[config.mk]
export PLATFORM = sky130hd
export DESIGN_NAME = pc_sel_unit
export DESIGN_NICKNAME = d
export VERILOG_FILES = /design/src/rtl/pc_sel_pkg.sv /design/src/rtl/pc_target_sel.sv /design/src/rtl/pc_sel_unit.sv
export SDC_FILE = /design/constraint.sdc
export NUM_CORES = 1
export LEC_CHECK = 0
export ABC_CLOCK_PERIOD_IN_PS = 5000
export CAP_MARGIN = 20
export CORE_MARGIN = 3
export CORE_UTILIZATION = 44
export DETAILED_ROUTE_END_ITERATION = 10
export PLACE_DENSITY = 0.77
export SETUP_SLACK_MARGIN = 0.5
export SYNTH_ARGS = -nofsm -noshare
export SYNTH_HDL_FRONTEND = slang
export SYNTH_HIERARCHICAL = 1
export SYNTH_SLANG_ARGS = --single-unit
[constraint.sdc]
create_clock -name clk -period 5 [get_ports clk]
set_clock_uncertainty 0.05 [all_clocks]
set_input_delay 1 -clock clk [delete_from_list [all_inputs] [get_ports clk]]
set_output_delay 1 -clock clk [all_outputs]
set_load 0.005 [all_outputs]
[src/rtl/pc_sel_pkg.sv]
// Shared types and default vectors for the next-PC generator.
// Source encodings double as priorities: a larger value always wins.
package pc_sel_pkg;

    typedef enum logic [2:0] {
        SRC_SEQ = 3'd0,
        SRC_J   = 3'd1,
        SRC_JR  = 3'd2,
        SRC_BR  = 3'd3,
        SRC_IRQ = 3'd4,
        SRC_EXC = 3'd5
    } src_e;

    typedef enum logic {
        ST_RUN  = 1'b0,
        ST_HELD = 1'b1
    } state_e;

    localparam logic [31:0] DEF_RESET_PC = 32'h8000_0000;
    localparam logic [31:0] DEF_ILLOP    = 32'h8000_0004;
    localparam logic [31:0] DEF_XADR     = 32'h8000_0008;

    function automatic logic is_trap(input src_e s);
        return (s == SRC_EXC) || (s == SRC_IRQ);
    endfunction

endpackage

[src/rtl/pc_target_sel.sv]
// Combinational priority encoder: picks the winning redirect source and target,
// plus the target that would win if traps were ignored (used as the irq EPC).
module pc_target_sel
    import pc_sel_pkg::*;
#(
    parameter int                 WIDTH = 32,
    parameter int                 JT_W  = 26,
    parameter logic [WIDTH-1:0]   ILLOP = DEF_ILLOP,
    parameter logic [WIDTH-1:0]   XADR  = DEF_XADR
) (
    input  logic [WIDTH-1:0] pc_plus4,
    input  logic             br_valid,
    input  logic             br_taken,
    input  logic [WIDTH-1:0] br_target,
    input  logic             jr_valid,
    input  logic [WIDTH-1:0] jr_target,
    input  logic             j_valid,
    input  logic [JT_W-1:0]  j_index,
    input  logic             exc_req,
    input  logic             irq_req,
    output src_e             src,
    output logic [WIDTH-1:0] tgt,
    output src_e             nt_src,
    output logic [WIDTH-1:0] nt_tgt
);

    always_comb begin
        nt_src = SRC_SEQ;
        nt_tgt = pc_plus4;
        if (br_valid && br_taken) begin
            nt_src = SRC_BR;
            nt_tgt = br_target;
        end else if (jr_valid) begin
            nt_src = SRC_JR;
            nt_tgt = jr_target;
        end else if (j_valid) begin
            nt_src = SRC_J;
            nt_tgt = {pc_plus4[WIDTH-1:JT_W+2], j_index, 2'b00};
        end

        src = nt_src;
        tgt = nt_tgt;
        if (exc_req) begin
            src = SRC_EXC;
            tgt = XADR;
        end else if (irq_req) begin
            src = SRC_IRQ;
            tgt = ILLOP;
        end
    end

endmodule

[src/rtl/pc_sel_unit.sv]
// Next-PC generator: owns the PC, holds redirects across stalls, latches
// interrupts until they can be taken and drives the EPC write and IF/ID flush.
module pc_sel_unit
    import pc_sel_pkg::*;
#(
    parameter int               WIDTH    = 32,
    parameter int               JT_W     = 26,
    parameter logic [WIDTH-1:0] RESET_PC = DEF_RESET_PC,
    parameter logic [WIDTH-1:0] ILLOP    = DEF_ILLOP,
    parameter logic [WIDTH-1:0] XADR     = DEF_XADR
) (
    input  logic             clk,
    input  logic             reset,
    input  logic             stall,
    input  logic             br_valid,
    input  logic             br_taken,
    input  logic [WIDTH-1:0] br_target,
    input  logic             jr_valid,
    input  logic [WIDTH-1:0] jr_target,
    input  logic             j_valid,
    input  logic [JT_W-1:0]  j_index,
    input  logic             exc_req,
    input  logic [WIDTH-1:0] exc_epc,
    input  logic             irq,
    output logic [WIDTH-1:0] pc,
    output logic [WIDTH-1:0] pc_plus4,
    output logic [WIDTH-1:0] epc,
    output logic             epc_we,
    output logic             flush
);

    state_e           state;
    src_e             pend_kind;
    logic [WIDTH-1:0] pend_tgt;
    logic [WIDTH-1:0] pend_epc;
    logic             irq_pend;

    src_e             src;
    src_e             nt_src;
    logic [WIDTH-1:0] tgt;
    logic [WIDTH-1:0] nt_tgt;
    logic             irq_req;
    logic [WIDTH-1:0] run_epc;
    logic [WIDTH-1:0] held_epc;
    logic             upgrade;

    assign pc_plus4 = pc + {{(WIDTH-3){1'b0}}, 3'd4};

    // Interrupts are masked in kernel mode and yield to a same-cycle exception.
    assign irq_req = (irq_pend | irq) & ~pc[WIDTH-1] & ~exc_req;

    pc_target_sel #(
        .WIDTH (WIDTH),
        .JT_W  (JT_W),
        .ILLOP (ILLOP),
        .XADR  (XADR)
    ) u_target_sel (
        .pc_plus4  (pc_plus4),
        .br_valid  (br_valid),
        .br_taken  (br_taken),
        .br_target (br_target),
        .jr_valid  (jr_valid),
        .jr_target (jr_target),
        .j_valid   (j_valid),
        .j_index   (j_index),
        .exc_req   (exc_req),
        .irq_req   (irq_req),
        .src       (src),
        .tgt       (tgt),
        .nt_src    (nt_src),
        .nt_tgt    (nt_tgt)
    );

    assign run_epc = (src == SRC_EXC) ? exc_epc : nt_tgt;
    assign upgrade = (src > pend_kind);

    // An irq upgrading a held branch/jump returns to whichever non-trap target ranks higher.
    always_comb begin
        held_epc = pend_tgt;
        if (src == SRC_EXC)
            held_epc = exc_epc;
        else if (nt_src > pend_kind)
            held_epc = nt_tgt;
    end

    always_comb begin
        flush  = 1'b0;
        epc_we = 1'b0;
        epc    = '0;
        if (!reset && !stall) begin
            if (state == ST_RUN) begin
                flush = (src != SRC_SEQ);
                if (is_trap(src)) begin
                    epc_we = 1'b1;
                    epc    = run_epc;
                end
            end else begin
                flush = 1'b1;
                if (is_trap(pend_kind)) begin
                    epc_we = 1'b1;
                    epc    = pend_epc;
                end
            end
        end
    end

    always_ff @(posedge clk or posedge reset) begin
        if (reset) begin
            pc        <= RESET_PC;
            state     <= ST_RUN;
            irq_pend  <= 1'b0;
            pend_tgt  <= '0;
            pend_epc  <= '0;
            pend_kind <= SRC_SEQ;
        end else begin
            case (state)
                ST_RUN: begin
                    if (!stall) begin
                        pc       <= tgt;
                        irq_pend <= (irq_pend | irq) & (src != SRC_IRQ);
                    end else begin
                        irq_pend <= irq_pend | irq;
                        if (src != SRC_SEQ) begin
                            pend_tgt  <= tgt;
                            pend_kind <= src;
                            pend_epc  <= run_epc;
                            state     <= ST_HELD;
                        end
                    end
                end
                ST_HELD: begin
                    if (!stall) begin
                        pc       <= pend_tgt;
                        state    <= ST_RUN;
                        irq_pend <= (irq_pend | irq) & (pend_kind != SRC_IRQ);
                    end else begin
                        irq_pend <= irq_pend | irq;
                        if (upgrade) begin
                            pend_tgt  <= tgt;
                            pend_kind <= src;
                            pend_epc  <= held_epc;
                        end
                    end
                end
                default: state <= ST_RUN;
            endcase
        end
    end

endmodule

==> flow_metrics.py <==
metrics = {
    "cts": {
        "clk_latency_ns": 0.36,
        "clkSinkCount": 101,
        "holdBufCountCts": 0,
        "cts_made_buffers": 9,
        "cts-root-buf": "clkbuf_16",
        "cts_buffer_depth": 2,
        "clk_pin_slew_ns": 0.07,
        "htreeDepth": 3,
        "cts_tree": "built",
    },
    "run_status": {
        "status": "finished, final reports clean",
    },
    "finish": {
        "syn_to_final_growth_pct": 37.5,
        "antenna_cells": 0,
        "stdcell_area_sq_um": 10800,
        "final_util_pct": 62.3,
        "drive_gt1_share_pct": 14.1,
        "layout.nets": 1278,
        "final_common_cell": "clkdlybuf4s50_1",
        "layout_common_cells": "210 x clkdlybuf4s50_1, 130 x nand2_1, 113 x nor2_1",
    },
    "routing": {
        "vias": 8066,
        "wire_per_inst_um": 20.2,
        "drt-pass1-iter-count": 5,
        "postRouteAntennaNets": 0,
        "drt-vias-per-instance": 5.89,
        "wl_mm": 27.7,
        "drtIter0Drc": 654,
        "drc": 0,
    },
    "synthesis": {
        "synthArstFlopShare_pct": 100,
        "yosysUniqueCellTypes": 47,
        "synthAdderAreaFrac_pct": 1.11,
        "synth-compound-area-share_pct": 17.1,
        "synth-seq-area-share_pct": 32.1,
        "synth_edf_count": 0,
        "ys_ff_latch": 101,
        "synth-simple-area-share_pct": 21.6,
        "synth_flop_cell": "dfrtp_1",
        "synth_cells": 942,
        "synth_top_family_by_area": "simple AND/OR/NAND/NOR gates",
        "yosysWarnings": 6,
        "synth-xor-area-share_pct": 3.11,
        "muxShareOfSynthArea_pct": 19.0,
        "syn_area_per_cell_sq_um": 8.37,
        "syn_nets": 1080,
        "synth_area_sq_um": 7890,
    },
    "placement": {
        "placed_area_sq_um": 10300,
        "dp_hpwl_mm": 18.5,
        "io_buffers": 228,
        "finalWeightedCongestion": 0.843,
        "dp_slack_ns": 0.362,
    },
    "worst_setup_path": {
        "worstPathMaxFanout": 8,
        "worstSetupEndpoint": "epc[9]",
        "crit-reg2reg-launch": "pc[31]",
        "r2r_cells": 11,
        "endpoint_kind": "output pin",
        "path_class": "in -> out",
        "worstSetupStartpoint": "br_taken",
        "worstPathArrival_ns": 3.39,
        "rr_endpoint": "pend_epc[28]",
        "required_ns": 3.95,
        "startpoint_type": "input port",
        "reg2reg_slack_ns": 1.48,
    },
    "floorplanning": {
        "dieArea_sq_um": 19600,
        "initial_core_util_pct": 45.3,
        "die_x_um": 140,
        "io-pin-count": 229,
        "die_y_um": 140,
        "core_sq_um": 17400,
        "rows": 48,
    },
    "timing": {
        "setup_tns_ns": 0,
        "tightest_slew_ns": 1.12,
        "relSlewSlack_pct": 25.6,
        "period_needed_ns": 4.44,
        "whs_ns": 0.437,
        "layout_setup_ws_ns": 0.557,
        "period_share_pct": 88.9,
        "finalMaxSlewViolations": 0,
        "setup_viol": 0,
        "max_clock_freq_mhz": 225,
        "rsz0062_at_grt": "true",
        "hold_violations": 0,
    },
    "power": {
        "p_leak_uw": 0.00462,
        "ir_worst_vdd_mv": 0.261,
        "power.density_nw_per_um2": 373,
    },
    "global_routing": {
        "grt-ovfl-total": 0,
        "antenna_found_initial": 0,
        "grt_pass1_wl_mm": 43.3,
        "grt_pass1_vias": 8043,
        "grt_max_degree": 65,
        "grt_usage_pct": 27.4,
    },
    "hold_path": {
        "hp-start": "pend_epc[29]",
        "min_path_type": "reg -> reg",
    },
    "flow_run": {
        "maxCapViolCount": 0,
    },
}
## where the power goes
part	switching, uW	total [uW]	internal, uW
Clock	339	679	339
Sequential	268	1380	1110
Combinational	980	1990	1010
## logic make-up (layout without fill, tap and decap cells)
group           Yosys count  in the layout
fa+ha+maj                 7              7
flops                   101            101
xor+xnor                 28             28
buf+inv                  92            295
other cells               1              1
mux                     127            127
simple gates            375            375
compound gates          211            211
## cells in the mapped netlist, types with 5 or more instances
cell type    n  area share, %
a211oi_1     7           0.67
nand3_1     12           0.76
o211ai_2     6           0.95
inv_1       14           0.67
a21oi_1     64            4.1
buf_6        8            1.1
dfrtp_1    100             32
xnor2_1     21            2.3
o21ai_1      7           0.44
xor2_1       7           0.78
nand2b_1    21            1.7
and4_1       5           0.56
o211ai_1    19            1.8
clkbuf_1    40            1.9
buf_4       15            1.4
o311ai_1    32            3.6
mux2_2      19            2.7
ha_1         7            1.1
mux2i_1     68            8.6
buf_2       14           0.89
nand4_1      7           0.56
or3_1       32            2.5
nor3_1      36            2.3
o21ai_0     63            4.0
nand2_1    131            6.2
mux2_4      40            7.6
nor2_1     114            5.4
## metrics by stage
step | std cells | total power (uW)
2_1_floorplan | 942 | 2500
3_3_place_gp | 1343 | 3230
3_5_place_dp | 1343 | 3280
4_1_cts | 1368 | 4000
5_1_grt | 1370 | 4280
6_report | 1370 | 4050
## what timing repair did
item                                    4_1_cts  5_1_grt
pin swaps                                     5        6
endpoints found under the setup margin       32       32
setup buffers                                 6        1
gates cloned                                  3        1
endpoints found under the hold margin         0        0
gates resized for setup                      23       32
## metal layers
layer,GRT usage (%),vias up,part of all wire (%)
met2,45.4,384,47
met5,0,-,0
li1,-,3738,-
met4,8.72,0,2.3
met3,5.70,53,7.7
met1,35.9,3891,43
## sequential cells by signal, summed over array words and instances (netlist names)
signal / cells
state: 1
irq_pend: 1
pend_kind: 3
pend_epc: 32
pc: 32
pend_tgt: 32
## area by class of cell
class	count	area, sq um
multi-input combinational	749	5000
tap	225	282
inverter	14	56.3
clock inverter	7	50.0
timing repair buffer	265	2700
sequential	101	2540
fill	1509	6570
clock buffer	9	225
## worst max-delay path, stage by stage
cell and delay, ns:
clkdlybuf4s50_1 0.49, and2_1 0.16, a21o_1 0.12, a21o_1 0.14, and3b_4 0.30, buf_12 0.18
mux2i_2 0.22, nor2_1 0.06, a21oi_1 0.19, nor2_1 0.07, clkdlybuf4s50_1 0.46
## how the worst min path moves through the flow
stage,to,cells past startpoint
after floorplan,pend_epc[10],2
after global placement,pend_epc[25],2
after detailed placement,pend_epc[29],2
after CTS,pend_epc[29],2
after global routing,pend_epc[29],2
final,pend_epc[29],2
Note: power is estimated with default switching activity, not from simulation.
